### src/rtl/pic_tmr0_wdt_prescaler.sv
// Timer-source block for the PIC16F54 core: T0CKI synchroniser with edge select,
// the shared 8-bit prescaler (steered to TMR0 or WDT by PSA) and the WDT base timer.
// Outputs tmr0_inc and wdtmr are registered single-cycle pulses.
module pic_tmr0_wdt_prescaler #(
    parameter int unsigned WDT_PERIOD = 18,
    parameter int unsigned WDT_W      = 16
) (
    input  logic       clk,
    input  logic       rst,
    input  logic [7:0] option_in,
    input  logic       t0cki,
    input  logic       wdt_en,
    input  logic       clrwdt,
    input  logic       tmr0_wr,
    output logic       tmr0_inc,
    output logic       wdtmr,
    output logic [7:0] presc_q
);

    localparam logic [WDT_W-1:0] WdtLast = WDT_W'(WDT_PERIOD - 1);

    logic             t0cs, t0se, psa;
    logic [2:0]       ps;
    logic             s1_q, s2_q, s3_q;
    logic             psa_q;
    logic [WDT_W-1:0] wdt_cnt_q, wdt_cnt_d;
    logic [7:0]       presc_d;
    logic             tmr0_inc_d, wdtmr_d;

    logic             rise_evt, fall_evt, ext_evt, src_evt, wdt_evt;
    logic             psa_chg, presc_clr, presc_evt, presc_full, scaled_pulse;
    logic [7:0]       mask_tmr, mask_wdt, mask;

    // OPTION bits 7:6 are not used by the timer block
    logic unused_opt;
    assign unused_opt = ^option_in[7:6];

    // Event detection, WDT base next-state and prescaler steering
    always_comb begin
        t0cs = option_in[5];
        t0se = option_in[4];
        psa  = option_in[3];
        ps   = option_in[2:0];

        rise_evt = s2_q & ~s3_q;
        fall_evt = ~s2_q & s3_q;
        ext_evt  = t0se ? fall_evt : rise_evt;
        src_evt  = t0cs ? ext_evt : 1'b1;

        // clrwdt both restarts the base timer and swallows a coincident time-out
        wdt_evt = wdt_en & ~clrwdt & (wdt_cnt_q == WdtLast);
        if (!wdt_en || clrwdt) begin
            wdt_cnt_d = '0;
        end else if (wdt_cnt_q == WdtLast) begin
            wdt_cnt_d = '0;
        end else begin
            wdt_cnt_d = wdt_cnt_q + WDT_W'(1);
        end

        // TMR0 ratio 1:2..1:256, WDT ratio 1:1..1:128
        mask_tmr = 8'hFF >> (3'd7 - ps);
        mask_wdt = mask_tmr >> 1;
        mask     = psa ? mask_wdt : mask_tmr;

        psa_chg    = psa ^ psa_q;
        presc_clr  = psa_chg | (psa ? clrwdt : tmr0_wr);
        presc_evt  = psa ? wdt_evt : src_evt;
        presc_full = (presc_q & mask) == mask;

        if (presc_clr) begin
            presc_d = 8'h00;
        end else if (presc_evt) begin
            presc_d = presc_q + 8'h01;
        end else begin
            presc_d = presc_q;
        end

        scaled_pulse = presc_evt & presc_full & ~presc_clr;

        // A PSA switch is a reassignment cycle: neither output may pulse
        tmr0_inc_d = psa ? (src_evt & ~psa_chg) : scaled_pulse;
        wdtmr_d    = psa ? scaled_pulse : (wdt_evt & ~psa_chg);
    end

    // State registers with synchronous active-low reset
    always_ff @(posedge clk) begin
        if (!rst) begin
            s1_q      <= 1'b0;
            s2_q      <= 1'b0;
            s3_q      <= 1'b0;
            psa_q     <= 1'b0;
            wdt_cnt_q <= '0;
            presc_q   <= 8'h00;
            tmr0_inc  <= 1'b0;
            wdtmr     <= 1'b0;
        end else begin
            s1_q      <= t0cki;
            s2_q      <= s1_q;
            s3_q      <= s2_q;
            psa_q     <= psa;
            wdt_cnt_q <= wdt_cnt_d;
            presc_q   <= presc_d;
            tmr0_inc  <= tmr0_inc_d;
            wdtmr     <= wdtmr_d;
        end
    end

endmodule
### config.mk
export PLATFORM = sky130hd
export DESIGN_NAME = pic_tmr0_wdt_prescaler
export DESIGN_NICKNAME = d
export VERILOG_FILES = /design/src/rtl/pic_tmr0_wdt_prescaler.sv
export SDC_FILE = /design/constraint.sdc
export NUM_CORES = 1
export LEC_CHECK = 0
export ABC_CLOCK_PERIOD_IN_PS = 4600
export CORE_MARGIN = 5
export CORE_UTILIZATION = 35
export CTS_BUF_LIST = sky130_fd_sc_hd__clkbuf_4 sky130_fd_sc_hd__clkbuf_8
export CTS_CLUSTER_DIAMETER = 150
export DETAILED_ROUTE_END_ITERATION = 10
export PLACE_DENSITY_LB_ADDON = 0.1
export SYNTH_ARGS = -nofsm -noshare
export SYNTH_HDL_FRONTEND = slang
export SYNTH_SLANG_ARGS = --single-unit
export TNS_END_PERCENT = 50
### constraint.sdc
create_clock -name clk -period 4.6 [get_ports clk]
set_input_delay 0.92 -clock clk [delete_from_list [all_inputs] [get_ports clk]]
set_output_delay 0.92 -clock clk [all_outputs]
set_load 0.01 [all_outputs]
# Yosys cells after proc, flatten, opt, wreduce, memory -nomap -nowiden
# Index checks and enable logic that the tools add are counted.
# word_totals
register_bits,30
out_inout_bits,10
elab_cells,42
in_bits,14
# op_classes
bitwise_logic,17
n_reduce_logical,4
eq_ne,2
n_shift,1
n_mux,7
addsub,3
# ops
cell,count
$add 16x1->16 const B,1
$eq 16x5->1 const B,1
$add 8x1->8 const B,1
$and 1x1->1,8
$and 8x8->8,1
$eq 8x8->1,1
$mux 8,1
$shr 8x3->8 const A,1
$mux 1,6
$not 1->1,6
$reduce_or 3->1,1
$sub 3x3->3 const A,1
$reduce_or 2->1,1
$logic_not 1->1,1
$logic_or 1x1->1,1
$or 1x1->1,1
$xor 1x1->1,1

# Logic depth before layout (Yosys ltp)
# depth
ltp_word,8
ltp_mapped,8

# Worst setup path after synthesis
# Ideal clock, no wire load.
# synth_path
path_type,in2reg
from,in option_in[4]
to,reg presc_q[6]
setup_ns,0.071
arrival_time_ns,2.244
path_buffers,1
t_required_ns,4.529
setup_slack_ns,2.284
cell_stages,6
cell_sequence,or3b_1 > and3_4 > o22a_4 > buf_6 > or3_1 > a21oi_1
# synth_via
elab_chain_len,3
# synth_lines
element,line,text
"start, declared",10,"input logic [7:0] option_in,"
$mux 1,47,ext_evt = t0se ? fall_evt : rise_evt;
$mux 1,48,src_evt = t0cs ? ext_evt : 1'b1;
$mux 1,67,presc_evt = psa ? wdt_evt : src_evt;
"end signal, assigned",102,presc_q <= presc_d;
"end, declared",17,output logic [7:0] presc_q
# Every way passes these cells.
# A chain may end at the register's enable or synchronous reset.

# Final worst setup path
# layout_path
from,in option_in[3]
to,reg wdtmr
# layout_via
elab_chain_len,6
elab_cells_between_ends,13
classes_between,eq/ne (1); mux (4); bitwise (8)
# layout_lines
element,line,text
$mux 8,63,mask = psa ? mask_wdt : mask_tmr;
$and 8x8->8,68,presc_full = (presc_q & mask) == mask;
$eq 8x8->1,68,
$and 1x1->1 (2 in series),78,scaled_pulse = presc_evt & presc_full & ~presc_clr;
$mux 1 (*),82,wdtmr_d = psa ? scaled_pulse : (wdt_evt & ~psa_chg);
"end signal, assigned",104,wdtmr <= wdtmr_d;
"end, declared",16,"output logic wdtmr,"
# Mark *: on every way between the ends. The rest lies on a longest branch, timed or not.

==> summary.txt <==
Run status
  • Outcome: complete, no violations

Setup path
  • Maximum fanout along the worst path: 14
  • CP Cell Sequence: clkdlybuf4s50_1, or3b_2, a31oi_1, o31ai_1, a41o_1, and4b_1
  • Req. time, crit path: ~4800 ps
  • CP Launch Type: primary input
  • Crit path max-delay cell type: clkdlybuf4s50_1
  • R2r setup slk: ~2600 ps
  • WP data arrival: about 2800 ps
  • Worst Reg-to-Reg Cells: 6
  • Setup CP Type: primary input to flip-flop
  • Reg2reg start: wdt_cnt_q[0]$_SDFF_PP0_
  • FF-to-FF End: presc_q[4]$_SDFFE_PP0P_
  • CP Capture Type: flip-flop
  • Slowest stage delay, CP: 620 ps

Placed design
  • Cell total after placement: 230
  • Port Buffer Count: 21
  • GP Congestion: 0.815
  • Post-detailed-placement half-perimeter wirelength: roughly 2200 um

CTS
  • CTS Sinks: 30
  • CTS Hold Bufs: 0
  • CTS tree: yes
  • Post-CTS resize count: 0
  • # H-tree levels: 2
  • Clk_lat worst skew: 280 ps
  • Bufs on Longest Clock Path: 2
  • Clock slew at reported path FFs: 60 ps
  • Cts bufs inserted: 5
  • Setup repair bufs after CTS: 0
  • Clock root buffer: clkbuf_8

Routing
  • Vias per cell: 5.22
  • ANT nets after route: 0
  • Routed WL: 3070 um
  • DR iter-0 viols: 67
  • Wire length per cell: 12.9 um
  • Via count: 1238
  • Drt drc: 0
  • Drt first pass iters: 4

Floorplan
  • I/O pin cnt: 24
  • Starting density of the core: 35.9%
  • Die width: 73.8 um
  • Die height: 73.8 um
  • Die area: 0.00545 mm2
  • # rows: 23
  • Core area: just under 0.004 mm2

Synthesis
  • Yosys cell types: 40
  • Ys flop type: dfxtp_1
  • Post-synth EDFFs: 0
  • Post-Syn Nets: 179
  • Post-synth ARST share: 0%
  • YS warnings: 0
  • Mapped Area: 0.00143 mm2
  • #FFs+latches synth: 30
  • Syn Inst Count: 162
  • Post-synth top cells: 30 x dfxtp_1, 20 x nor2_1, 11 x o21ai_0
  • Register area share after synthesis: 42.1%
  • Count leader, synth: dfxtp_1
  • Mean post-synth cell area: 8.80 um2
  • Synth top area share: between 40 and 50%
  • Cell taking the most area after synthesis: dfxtp_1
  • Synth top area cells: dfxtp_1 42%, nor2_1 5.3%, xor2_1 4.9%

Timing
  • Final period util: 56.6%
  • # setup viols final: 0
  • Fin. max-slew vios: 0
  • Fin Clk Skew: 5.94 ps
  • Max-slew headroom: 57.3%
  • Worst-Margin Slew: 636 ps
  • RSZ-0062 raised after global routing: no
  • Setup TNS: 0 ps
  • Final hold viol count: 0
  • FMAX: 384 MHz
  • Crit path time final: 2610 ps

Worst hold path
  • Hold Crit Class: flip-flop to flip-flop
  • Hold Path Depth: 1
  • Worst hold endpoint: s2_q$_SDFF_PN0_
  • Worst Hold Launch: s1_q$_SDFF_PN0_

Power
  • Clock power share: 40.7%
  • Sw Ratio: between 20% and 30%
  • Switching power: 105 uW
  • Power Density: 284 mW/mm2
  • VDD IR-drop max: 170 uV
  • Overall Power: 499 uW
  • Comb power frac: 6.4%
  • Sequential power share: 52.9%
  • Cell-internal power: between 300 and 400 uW
  • Leak: roughly 0.59 nW

Layout
  • Ant. Diodes: 0
  • Layout area overhead: 23.2%
  • Nets: 204
  • Layout filler cell count: 396
  • Final std cells w/o fill: 237
  • Layout cells sized above 1: roughly 7.5%

Flow run
  • Max_cap viols: 0

GRT
  • Initial antenna violation count: 0
  • First-pass GRT wire length: 5520 um
  • Pin count of the biggest net entering global routing: 17
  • Vias in the first global route: 1200
  • GRT Total Usage: 13.1%
  • GRT Residual Overflow: 0
state kept, by name, summed over array words and instances, names as in the netlist:
register,cells
wdt_cnt_q,16
presc_q,8
psa_q,1
s1_q,1
s2_q,1
s3_q,1
tmr0_inc,1
wdtmr,1
cells by family (layout without fill, tap and decap cells):
kind of cell / count (synthesis) / count (layout) / share of synthesized area, %
simple gates: 76 / 76 / 30.4
compound gates: 29 / 29 / 12.5
buf+inv: 10 / 35 / 3.68
flops: 30 / 30 / 42.1
fa+ha+maj: 3 / 3 / 2.63
mux: 1 / 1 / 0.702
xor+xnor: 13 / 13 / 7.98
cells in the final DEF (no fill, tap or decap), types with 2 or more instances in the layout:
cell             netlist  final
dfxtp_1               30     30
clkdlybuf4s50_1        0     21
nor2_1                20     20
o21ai_0               11     11
a21oi_1                9      9
xor2_1                 8      8
inv_1                  7      7
nand4_1                7      7
or3_1                  7      7
nand3_1                7      7
nand2_1                5      5
and2_1                 5      5
xnor2_1                5      5
clkbuf_8               0      5
nor3_1                 3      3
nor3b_1                3      3
and3_1                 3      3
ha_1                   3      3
nor4_1                 2      2
nand2b_1               2      2
o31ai_1                2      2
or3_2                  2      2
clkbuf_4               0      2
how the worst max path moves through the flow:
stage	start	endpoint
finish	option_in[3]	wdtmr$_SDFF_PN0_
global route	option_in[3]	wdtmr$_SDFF_PN0_
CTS	option_in[3]	wdtmr$_SDFF_PN0_
detailed placement	option_in[3]	wdtmr$_SDFF_PN0_
global placement	option_in[3]	wdtmr$_SDFF_PN0_
floorplan	option_in[4]	presc_q[6]$_SDFFE_PP0P_
routing by layer:
layer	GRT usage, %	vias to the layer above	routed length (um)
li1	-	630	-
met3	3.56	5	129
met5	0	-	0
met1	16.7	585	1490
met4	6.04	0	54
met2	20.4	18	1390
final cells by class:
type	count	area (um2)	share of cell area, %
multi-input combinational	122	773	44.0
sequential	30	601	34.2
timing repair buffer	21	210	12.0
clock buffer	7	83.8	4.77
tap	50	62.6	3.56
inverter	7	26.3	1.50
critical path, delay by kind of cell:
family	cells	cell delay [ps]
and+or+nand+nor	2	690
buffers and inverters	1	620
AOI/OAI and AO/OA	3	530
power by group through the flow:
stage	Sequential, mW	Combinational [mW]	Clock (mW)
global route	0.264	0.0358	0.221
floorplan	0.270	0.0182	0
finish	0.264	0.0320	0.203
detailed placement	0.270	0.0321	0
global placement	0.270	0.0311	0
CTS	0.264	0.0323	0.212
metrics by stage:
| stage | worst slack [ps] | hold slack, ps | util, % | area, um2 |
|---|---|---|---|---|
| floorplan | 2280 | 412 | - | 1430 |
| CTS | 2000 | 445 | 44.2 | 1760 |
| finish | 1990 | 443 | 44.2 | 1760 |
| global placement | 1770 | 419 | 42.1 | 1670 |
| global route | 1850 | 457 | 44.2 | 1760 |
| detailed placement | 1700 | 430 | 42.1 | 1670 |
No activity file was read; power rests on OpenSTA's default activity.
